**src/rtl/mult_booth_if.sv**
```systemverilog
// Request/result bundle for the radix-2 Booth multiplier.
interface mult_booth_if;
    logic        start;
    logic [31:0] a;
    logic [31:0] b;
    logic [31:0] hi;
    logic [31:0] lo;
    logic        busy;
    logic        done;

    modport master (output start, output a, output b,
                    input  hi, input lo, input busy, input done);
    modport slave  (input  start, input a, input b,
                    output hi, output lo, output busy, output done);
endinterface

```
**src/rtl/mult_booth.sv**
```systemverilog
// Sequential signed 32x32 multiplier, radix-2 Booth, one iteration per clock.
module mult_booth (
    input logic        clk,
    input logic        reset,
    mult_booth_if.slave bus
);
    localparam logic [1:0] IDLE = 2'd0;
    localparam logic [1:0] RUN  = 2'd1;
    localparam logic [1:0] DONE = 2'd2;

    logic [1:0]  state;
    logic [32:0] acc;
    logic [32:0] m;
    logic [31:0] q;
    logic        q1;
    logic [5:0]  cnt;
    logic [31:0] hi_r;
    logic [31:0] lo_r;

    logic [32:0] sum;
    logic [32:0] acc_nx;
    logic [31:0] q_nx;
    logic        q1_nx;

    // 33-bit accumulator keeps M = -2^31 representable; shift replicates acc[32].
    always_comb begin
        sum = acc;
        case ({q[0], q1})
            2'b01:   sum = acc + m;
            2'b10:   sum = acc - m;
            default: sum = acc;
        endcase
        acc_nx = {sum[32], sum[32:1]};
        q_nx   = {sum[0], q[31:1]};
        q1_nx  = q[0];
    end

    always_ff @(posedge clk or posedge reset) begin
        if (reset) begin
            state <= IDLE;
            acc   <= '0;
            m     <= '0;
            q     <= '0;
            q1    <= 1'b0;
            cnt   <= '0;
            hi_r  <= '0;
            lo_r  <= '0;
        end else begin
            case (state)
                IDLE: begin
                    if (bus.start) begin
                        m     <= {bus.a[31], bus.a};
                        acc   <= '0;
                        q     <= bus.b;
                        q1    <= 1'b0;
                        cnt   <= '0;
                        state <= RUN;
                    end
                end
                RUN: begin
                    acc <= acc_nx;
                    q   <= q_nx;
                    q1  <= q1_nx;
                    cnt <= cnt + 6'd1;
                    if (cnt == 6'd31) begin
                        hi_r  <= acc_nx[31:0];
                        lo_r  <= q_nx;
                        state <= DONE;
                    end
                end
                DONE:    state <= IDLE;
                default: state <= IDLE;
            endcase
        end
    end

    assign bus.hi   = hi_r;
    assign bus.lo   = lo_r;
    assign bus.busy = (state == RUN);
    assign bus.done = (state == DONE);
endmodule
```
**src/flat_wrapper.sv**
```systemverilog
// flat-port wrapper written by rule: the top's interface ports become plain ports
module mult_booth_flat 
  (clk, reset, bus_start, bus_a, bus_b, bus_hi, bus_lo, bus_busy, bus_done);
  mult_booth_if bus_i ();
  input logic clk;
  input logic reset;
  input wire logic [$bits(bus_i.start)-1:0] bus_start;
  input wire logic [$bits(bus_i.a)-1:0] bus_a;
  input wire logic [$bits(bus_i.b)-1:0] bus_b;
  output wire logic [$bits(bus_i.hi)-1:0] bus_hi;
  output wire logic [$bits(bus_i.lo)-1:0] bus_lo;
  output wire logic [$bits(bus_i.busy)-1:0] bus_busy;
  output wire logic [$bits(bus_i.done)-1:0] bus_done;
  assign bus_i.start = bus_start;
  assign bus_i.a = bus_a;
  assign bus_i.b = bus_b;
  assign bus_hi = bus_i.hi;
  assign bus_lo = bus_i.lo;
  assign bus_busy = bus_i.busy;
  assign bus_done = bus_i.done;
  mult_booth u_core (.clk(clk), .reset(reset), .bus(bus_i));
endmodule
```
**config.mk**
```make
export PLATFORM = sky130hd
export DESIGN_NAME = mult_booth_flat
export DESIGN_NICKNAME = d
export VERILOG_FILES = /design/src/rtl/mult_booth_if.sv /design/src/rtl/mult_booth.sv /design/src/flat_wrapper.sv
export SDC_FILE = /design/constraint.sdc
export NUM_CORES = 1
export LEC_CHECK = 0
export CAP_MARGIN = 15
export CORE_AREA = 2 2 134 136
export CTS_CLUSTER_SIZE = 16
export DETAILED_ROUTE_END_ITERATION = 6
export DIE_AREA = 0 0 136 138
export PLACE_DENSITY = 0.78
export SETUP_SLACK_MARGIN = 0.4
export SLEW_MARGIN = 20
export SYNTH_ARGS = -nofsm -noshare
export SYNTH_HDL_FRONTEND = slang
export SYNTH_SLANG_ARGS = --single-unit
```
**constraint.sdc**
```tcl
create_clock -name clk -period 7.1 [get_ports clk]
set_input_delay 1.775 -clock clk [delete_from_list [all_inputs] [get_ports clk]]
set_output_delay 1.775 -clock clk [all_outputs]
set_load 0.05 [all_outputs]
```
Word-level counts from Yosys, hierarchy flattened:

Cells that the tools add are included.

* flip-flop bits (word level): 170
* output and inout port bits: 66

* add/sub/neg operators: 3
* equality and inequality tests: 7
* muxes and demuxes: 12
* reduce and logical (&&, ||, !) cells: 6

Operators by type and width (number)
* $pmux 33 s2: 2
* $pmux 32 s2: 1
* $add 33x33->33: 1
* $mux 33: 1
* $sub 33x33->33: 1
* $mux 32: 1
* $pmux 6 s2: 1
* $reduce_and 2->1: 4
* $add 6x1->6 const B: 1
* $eq 6x5->1 const B: 1
* $mux 6: 1
* $eq 2x1->1 const B: 2
* $eq 2x2->1 const B: 2
* $mux 2: 2
* $pmux 2 s2: 1
* $logic_not 2->1: 1
* $ne 2x1->1 const B: 1
* $ne 2x2->1 const B: 1
* $pmux 1 s2: 1
* $reduce_bool 2->1: 1
* $mux 1: 1

Depth between registers and ports, before layout:

Gate-level depths: netlist (run 1).

* depth in word-level cells: 3
* mapped depth: 18
* depth with buffers taken out: 17

Worst setup path before layout (run 1):

No wires, ideal clock.

* path type: register to register
* start: register u_core.m[2]
* end: register u_core.acc[30]
* arrival time: 3.809 ns
* setup slack: 3.167 ns
* stages on the path, launching flop included: 16
* path buffers: 0
* period minus slack after synthesis: 3.933 ns
* cells stage by stage: dfrtp_1 -> or3_1 -> nor3b_1 -> and2_1 -> a21oi_1 -> xnor2_1 -> ha_1 -> a21o_1 -> a2111oi_0 -> o21ai_1 -> nor3_2 -> o21ai_1 -> o31a_1 -> a31oi_2 -> nor4_1 -> a211o_1

* cells in the longest elaborated chain, start to end: 3

Ends and longest elaborated chain
* start: declaration: RTL line mult_booth.sv:13 `logic [32:0] m;`
* start signal: assignment: RTL line mult_booth.sv:52 `m <= {bus.a[31], bus.a};`
* $sub 33x33->33 or $add 33x33->33 (tied branches): RTL line mult_booth.sv:30, mult_booth.sv:29
* $pmux 33 s2 *: RTL line mult_booth.sv:28 `case ({q[0], q1})`
* $pmux 33 s2 *: RTL line mult_booth.sv:49 `case (state)`
* end signal: assignment: RTL line mult_booth.sv:61 `acc <= acc_nx;`
* end: declaration: RTL line mult_booth.sv:12 `logic [32:0] acc;`

Every way passes the cells marked *; elsewhere a longest branch is shown, timed or not.
A chain may end at the register's enable or synchronous reset.

Final worst setup path (run 1):

* start: register u_core.m[2]
* end: register u_core.hi_r[30] (netlist: u_core.bus.hi[30])

* cells in the longest elaborated chain, start to end: 2

Ends and longest elaborated chain
* $sub 33x33->33 or $add 33x33->33 (tied branches): RTL line mult_booth.sv:30, mult_booth.sv:29
* $pmux 33 s2 *: RTL line mult_booth.sv:28
* end signal: assignment: RTL line mult_booth.sv:66 `hi_r <= acc_nx[31:0];`
* end: declaration: RTL line mult_booth.sv:17 `logic [31:0] hi_r;`

Marks and branches as above.

==> impl_metrics.toml, run 1 <==
[worst_setup_path]
crit_slowest_cell = "sky130_fd_sc_hd__nor3b_1"
timing.critical_path.buf_inv = 0
crit_path_end_kind = "register"
crit_family = "simple AND/OR/NAND/NOR gates"
slowest_delay_ns = 0.61
worst-r2r-cell-count = 15
cp_data_arrival_time_ns = 4.99
setup.reg_to_reg.worst_slack_ns = 2.40
regToRegStartpoint = "u_core.m[2]$_DFFE_PP0P_"
cp-startpoint = "u_core.m[2]$_DFFE_PP0P_"
critical_path_peak_fanout = 6
critical_path_depth = 15
cp_cell_sequence = "or3_1 -> nor3b_1 -> and2_1 -> a21oi_1 -> xnor2_1 -> ha_1 -> a21o_1 -> a2111oi_0 -> o21ai_1 -> nor3_2 -> o21ai_1 -> o31a_1 -> a31oi_2 -> mux2i_1 -> nand3_1"
crit_type = "reg -> reg"
critical-path-top-cell-by-count = "sky130_fd_sc_hd__o21ai_1"
start_kind = "register"
critical_path.reg2reg.endpoint = "u_core.bus.hi[30]$_DFFE_PP0P_"
critPathRequiredTime_ns = 7.40

[final_layout]
share_of_post_route_cells_with_drive_strength_above_1 = 0.09323
final_cell_mix = "220 x sky130_fd_sc_hd__nand2_1, 169 x sky130_fd_sc_hd__dfrtp_1, 132 x sky130_fd_sc_hd__clkdlybuf4s50_1, 93 x sky130_fd_sc_hd__o21ai_0, 59 x sky130_fd_sc_hd__a21oi_1"
layout.cells.most_common = "sky130_fd_sc_hd__nand2_1"
syn_to_final_growth_pct = 22.57
design.final.nets = 1227
antennaDiodeCount = 0
layout.filler_cells = 1460

[flow_run]
cap_viol_max_count = 0

[die]
floorplan.die.height_um = 138
placeableCoreArea_sq_mm = 0.01753
floorplan.initialDensity = 0.5335
top_level_ports = 133
floorplan.rows = 49
die_area_sq_mm = 0.01877
floorplan.die.width_um = 136

[routing]
via_count = 7905
wl_per_cell_um = 16.77
routed_via_density = 5.787
wire_length_after_detailed_routing_um = 22900
postRouteAntennaNets = 0
drt_first_iter_violations = 713
drt_drc_violations_left = 0
drt_pre_antenna_iters = 5

[global_routing]
initial_antenna_violation_count = 0
global_route_wire_length_before_repair_um = 37790
groute.usage.overall = 0.2499
number_of_global_route_vias_before_repair = 7500
largest_net_degree_at_the_start_of_global_routing = 119
grt_remaining_overflow = 0

[yosys]
synthArstFlopShare = 1.000
synth_area_sq_mm = 0.009354
number_of_warning_messages_in_the_yosys_log = 0
syn_nets = 1119
synthCells = 1016
syn_area_per_cell_sq_um = 9.207
ys_types = 71
count_of_flip_flops_with_a_built_in_enable_after_synthesis = 0
synth.yosys.seq_area_share = 0.4521
ys_dominant_reg_cell = "sky130_fd_sc_hd__dfrtp_1"
synth.ff_latch_count = 169

[min_path]
worstHoldPathCells = 2
hp-class = "reg -> reg"
timing.hold.worst_endpoint = "u_core.bus.lo[7]$_DFFE_PP0P_"
worst_hold_startpoint = "u_core.bus.lo[7]$_DFFE_PP0P_"

[timing]
layout_min_cycle_time_ns = 4.695
actual_slew_at_the_worst_max_slew_pin_ns = 1.086
final.period_utilization = 0.6613
worst_rel_slew_slack = 0.2738
setup_total_negative_slack_ns = 0
clock_skew_ns = 0.01173
max_freq_mhz = 213.0
slew_viol_final = 0
setup_repair_after_global_routing_missed_its_margin = "false"
report.final.hold_viol_count = 0
setup_viol = 0

[cts]
numCtsBuffers = 17
cts_root_buf = "sky130_fd_sc_hd__clkbuf_16"
postCtsResizedCells = 0
clk_transition_reported_paths_ns = 0.08
holdBufCountCts = 0
cts_buffer_depth = 2
worst_skew_pair.late_latency_ns = 0.44
tritoncts = "built"
post-cts-setup-buffers = 0
tritoncts_num_sinks = 169
ctsHtreeMaxLevel = 4

[placed_design]
detailed_place_hpwl_um = 15840
i_o_buffers = 132
final_weighted_congestion_in_routability_driven_placement = 0.8968

[run_status]
status = "finished clean"
[registers in the layout, summed over array words and instances, names as in the netlist]
register       flops
u_core.m          32
u_core.bus.hi     32
u_core.state       2
u_core.cnt         6
u_core.acc        32
u_core.q1          1
u_core.bus.lo     32
u_core.q          32
[cells in the mapped netlist, types with 3 or more instances]
| library cell | n | share of area |
|---|---|---|
| sky130_fd_sc_hd__a211oi_1 | 4 | 0.0032 |
| sky130_fd_sc_hd__a21o_1 | 11 | 0.0088 |
| sky130_fd_sc_hd__a21oi_1 | 59 | 0.032 |
| sky130_fd_sc_hd__a22o_1 | 20 | 0.019 |
| sky130_fd_sc_hd__a22oi_1 | 31 | 0.025 |
| sky130_fd_sc_hd__a31oi_1 | 4 | 0.0027 |
| sky130_fd_sc_hd__a32oi_1 | 3 | 0.0028 |
| sky130_fd_sc_hd__and2_1 | 3 | 0.0020 |
| sky130_fd_sc_hd__and3_1 | 4 | 0.0027 |
| sky130_fd_sc_hd__buf_1 | 10 | 0.0040 |
| sky130_fd_sc_hd__clkbuf_1 | 42 | 0.017 |
| sky130_fd_sc_hd__dfrtp_1 | 169 | 0.45 |
| sky130_fd_sc_hd__ha_1 | 35 | 0.047 |
| sky130_fd_sc_hd__inv_1 | 18 | 0.0072 |
| sky130_fd_sc_hd__mux2_2 | 37 | 0.045 |
| sky130_fd_sc_hd__mux2i_1 | 8 | 0.0086 |
| sky130_fd_sc_hd__nand2_1 | 220 | 0.088 |
| sky130_fd_sc_hd__nand2b_1 | 8 | 0.0054 |
| sky130_fd_sc_hd__nand3_1 | 10 | 0.0054 |
| sky130_fd_sc_hd__nand4_1 | 5 | 0.0033 |
| sky130_fd_sc_hd__nor2_1 | 52 | 0.021 |
| sky130_fd_sc_hd__nor2b_1 | 7 | 0.0047 |
| sky130_fd_sc_hd__nor3_1 | 22 | 0.012 |
| sky130_fd_sc_hd__nor3b_1 | 3 | 0.0024 |
| sky130_fd_sc_hd__nor4_1 | 5 | 0.0033 |
| sky130_fd_sc_hd__o21a_1 | 9 | 0.0072 |
| sky130_fd_sc_hd__o21ai_0 | 93 | 0.050 |
| sky130_fd_sc_hd__o21ai_1 | 6 | 0.0032 |
| sky130_fd_sc_hd__o21bai_1 | 9 | 0.0072 |
| sky130_fd_sc_hd__o31ai_1 | 5 | 0.0040 |
| sky130_fd_sc_hd__or2_2 | 3 | 0.0020 |
| sky130_fd_sc_hd__xnor2_1 | 43 | 0.040 |
| sky130_fd_sc_hd__xor2_1 | 10 | 0.0094 |
[cell families (layout without fill, tap and decap cells)]
family	after synthesis	after routing	synth area share
muxes	45	45	0.05310
and+or+nand+nor	358	358	0.1689
adders and majority gates	36	36	0.04896
xor gates and xnor gates	53	53	0.04962
AOI/OAI and AO/OA	282	282	0.1978
DFF	169	169	0.4521
buffers and inverters	73	194	0.02943
[per-layer routing]
layer | vias to the layer above | track usage | wire length (um)
met2 | 289 | 0.3801 | 10330
met5 | - | 0 | 0
met4 | 0 | 0.06689 | 307
met3 | 24 | 0.03740 | 1463
li1 | 3813 | - | -
met1 | 3779 | 0.3748 | 10800
[per-stage QoR]
| step | util | setup WS [ns] | std cells | hold slack, ns | cell area (sq um) |
|---|---|---|---|---|---|
| after CTS | 0.6537 | 2.489 | 1366 | 0.4804 | 11460 |
| after floorplan | - | 0.7499 | 1016 | 0.4406 | 9354 |
| final | 0.6538 | 2.405 | 1366 | 0.4741 | 11460 |
| after global routing | 0.6538 | 2.093 | 1366 | 0.4983 | 11460 |
| after global placement | 0.6197 | 2.776 | 1334 | 0.4549 | 10870 |
| after detailed placement | 0.6197 | 2.622 | 1334 | 0.4613 | 10870 |
[worst max-delay path by stage]
stage / endpoint / slack (ns)
6_report: u_core.bus.hi[30]$_DFFE_PP0P_ / 2.40
5_1_grt: u_core.bus.hi[30]$_DFFE_PP0P_ / 2.09
4_1_cts: u_core.bus.hi[30]$_DFFE_PP0P_ / 2.49
3_5_place_dp: u_core.bus.hi[30]$_DFFE_PP0P_ / 2.62
3_3_place_gp: u_core.acc[30]$_DFFE_PP0P_ / 2.78
2_1_floorplan: u_core.acc[0]$_DFFE_PP0P_ / 0.75
[worst reg2reg max path, delay by kind of cell (launching register included)]
family | cells | cell delay [ns]
mux | 1 | 0.23
flops | 1 | 0.42
simple gates | 5 | 1.73
fa+ha+maj | 1 | 0.32
compound gates | 7 | 1.63
xor+xnor | 1 | 0.22
[area by class of cell]
class / count / area, sq um / area share
Inverter: 20 / 82.58 / 0.007203
Sequential cell: 169 / 4229 / 0.3689
Timing Repair Buffer: 142 / 1396 / 0.1218
Tap cell: 229 / 286.5 / 0.02499
Multi-Input combinational cell: 774 / 4875 / 0.4252
Clock inverter: 15 / 170.2 / 0.01484
Clock buffer: 17 / 425.4 / 0.03711
Power of run 1 is left out: the tool's default activity adds up to more than one toggle a clock period on the data nets, which glitch-free logic cannot reach.
==> run 2: changes to the inputs <==
==> constraint.sdc (replaced) <==
create_clock -name clk -period 4.93 [get_ports clk]
set_input_delay 1.2325 -clock clk [delete_from_list [all_inputs] [get_ports clk]]
set_output_delay 1.2325 -clock clk [all_outputs]
set_load 0.05 [all_outputs]
==> run 2 against run 1 <==
- sequential cell count stayed put
- setup slack got worse by 1.8 ns
- register-to-register slack worse by 1.8 ns
- clock skew fell by 0.0030 ns
- final cell count rose by 0.29%
- highest routed layer unchanged
- utilization rose by 0.27 points
- routed wire length increased by 0.65%
- non-clock buffer count increased by 4
- hold slack improved by 0.00096 ns
==> impl_metrics.toml, run 2 (same netlist as run 1, synthesis figures left out) <==
[run_status]
status = "finished clean"

[timing]
final.period_utilization = 0.8711
setup_total_negative_slack_ns = 0
setup_viol = 0
actual_slew_at_the_worst_max_slew_pin_ns = 0.9280
slew_viol_final = 0
clock_skew_ns = 0.008758
setup_repair_after_global_routing_missed_its_margin = "false"
layout_min_cycle_time_ns = 4.294
worst_rel_slew_slack = 0.3800
report.final.hold_viol_count = 0
max_freq_mhz = 232.9

[routing]
route.met2.wl_um = 10680
postRouteAntennaNets = 0
route.layer.met1.wl_um = 10820
met3RoutedLength_um = 1284
wl_per_cell_um = 16.82
drt_pre_antenna_iters = 6
drt_first_iter_violations = 751
wire_length_after_detailed_routing_um = 23050
routed_via_density = 5.807
routed.top_layer = "met4"
drt_drc_violations_left = 0
via_count = 7955

[die]
floorplan.initialDensity = 0.5335
placeableCoreArea_sq_mm = 0.01753
die_area_sq_mm = 0.01877
floorplan.rows = 49
top_level_ports = 133
floorplan.die.height_um = 138
floorplan.die.width_um = 136

[worst_setup_path]
cp_data_arrival_time_ns = 4.61
crit_slowest_cell = "sky130_fd_sc_hd__or3_1"
timing.critical_path.buf_inv = 0
critPathRequiredTime_ns = 5.25
crit_family = "simple AND/OR/NAND/NOR gates"
critical_path_peak_fanout = 6
crit_type = "reg -> reg"
cp_cell_sequence = "or3_1 -> nor4_2 -> and2_1 -> nand2_1 -> nor2_1 -> nor2_1 -> xnor2_1 -> ha_1 -> a21o_1 -> a21oi_1 -> o21bai_1 -> a211oi_1 -> o21ai_0 -> nand2_1 -> a31oi_4 -> a211oi_1 -> o311a_1"
slowest_delay_ns = 0.46
crit_path_end_kind = "register"
start_kind = "register"

[cts]
numCtsBuffers = 17
ctsHtreeMaxLevel = 4
clk_transition_reported_paths_ns = 0.07
cts_root_buf = "sky130_fd_sc_hd__clkbuf_16"
cts_buffer_depth = 2
tritoncts_num_sinks = 169
post-cts-setup-buffers = 0
worst_skew_pair.late_latency_ns = 0.43
tritoncts = "built"

[global_routing]
global_route_wire_length_before_repair_um = 37720
largest_net_degree_at_the_start_of_global_routing = 170
groute.usage.overall = 0.2485
number_of_global_route_vias_before_repair = 7465
initial_antenna_violation_count = 0
grt_remaining_overflow = 0

[final_layout]
share_of_post_route_cells_with_drive_strength_above_1 = 0.09816
antennaDiodeCount = 0
final_cell_mix = "220 x sky130_fd_sc_hd__nand2_1, 169 x sky130_fd_sc_hd__dfrtp_1, 132 x sky130_fd_sc_hd__clkdlybuf4s50_1, 93 x sky130_fd_sc_hd__o21ai_0, 59 x sky130_fd_sc_hd__a21oi_1"
design.final.nets = 1231
layout.cells.most_common = "sky130_fd_sc_hd__nand2_1"
syn_to_final_growth_pct = 23.07
layout.core_utilization = 0.6566

[placed_design]
final_weighted_congestion_in_routability_driven_placement = 0.9815
detailed_place_hpwl_um = 15680
i_o_buffers = 132

[flow_run]
cap_viol_max_count = 0

[min_path]
hp-class = "reg -> reg"
-- run 2: worst paths after layout --
path	start	to	slack, ns	cells past startpoint
setup / recovery	u_core.m[2]$_DFFE_PP0P_	u_core.bus.hi[31]$_DFFE_PP0P_	0.64	17
hold / removal	u_core.bus.lo[6]$_DFFE_PP0P_	u_core.bus.lo[6]$_DFFE_PP0P_	0.48	2
setup reg to reg	u_core.m[2]$_DFFE_PP0P_	u_core.bus.hi[31]$_DFFE_PP0P_	0.64	17
hold reg to reg	u_core.bus.lo[6]$_DFFE_PP0P_	u_core.bus.lo[6]$_DFFE_PP0P_	0.48	2
max in group asynchronous	reset	u_core.acc[23]$_DFFE_PP0P_	2.87	3
min in group asynchronous	reset	u_core.bus.lo[2]$_DFFE_PP0P_	1.37	3
-- run 2: final cells by class --
cell class / count / area (sq um)
Clock buffer: 17 / 425.4
Clock inverter: 15 / 145.1
Fill cell: 1410 / 6022
Inverter: 20 / 78.83
Multi-Input combinational cell: 774 / 4896
Sequential cell: 169 / 4229
Tap cell: 229 / 286.5
Timing Repair Buffer: 146 / 1451
-- run 2: tightest hold or removal path: stages, from the launching register on --
cell and delay [ns]:
sky130_fd_sc_hd__dfrtp_1 0.34, sky130_fd_sc_hd__nand2_1 0.05, sky130_fd_sc_hd__nand2_1 0.05
-- run 2: metal layers --
metal  vias up  track usage
met3        23      0.04877
li1       3794            -
met1      3891       0.3662
met5         -            0
met4         0      0.06414
met2       247       0.3777
-- run 2: through the flow --
stage / cells / hold WS, ns / cell area [sq um] / setup WS, ns
after global placement: 1338 / 0.4562 / 10920 / 0.7852
after floorplan: 1016 / 0.4406 / 9358 / 0.9975
final: 1370 / 0.4751 / 11510 / 0.6355
after CTS: 1370 / 0.4783 / 11490 / 0.4954
after detailed placement: 1338 / 0.4612 / 10920 / 0.6578
after global routing: 1370 / 0.4975 / 11510 / 0.3986
-- run 2: what timing repair did --
item | 4_1_cts | 5_1_grt
endpoints found under the setup margin | 0 | 12
hold buffers | 0 | 0
resized for setup | 0 | 4
Power of run 2 is left out for the same reason.
==> run 3: changes to the inputs <==
--- a/config.mk
+++ b/config.mk
@@ -10,6 +10,7 @@
 export CTS_CLUSTER_SIZE = 16
 export DETAILED_ROUTE_END_ITERATION = 6
 export DIE_AREA = 0 0 136 138
+export HOLD_SLACK_MARGIN = 0.12
 export PLACE_DENSITY = 0.78
 export SETUP_SLACK_MARGIN = 0.4
 export SLEW_MARGIN = 20
==> results of run 3 <==
Final layout, timing and power as in run 2 (identical DEF).
Power of run 3 is left out for the same reason.
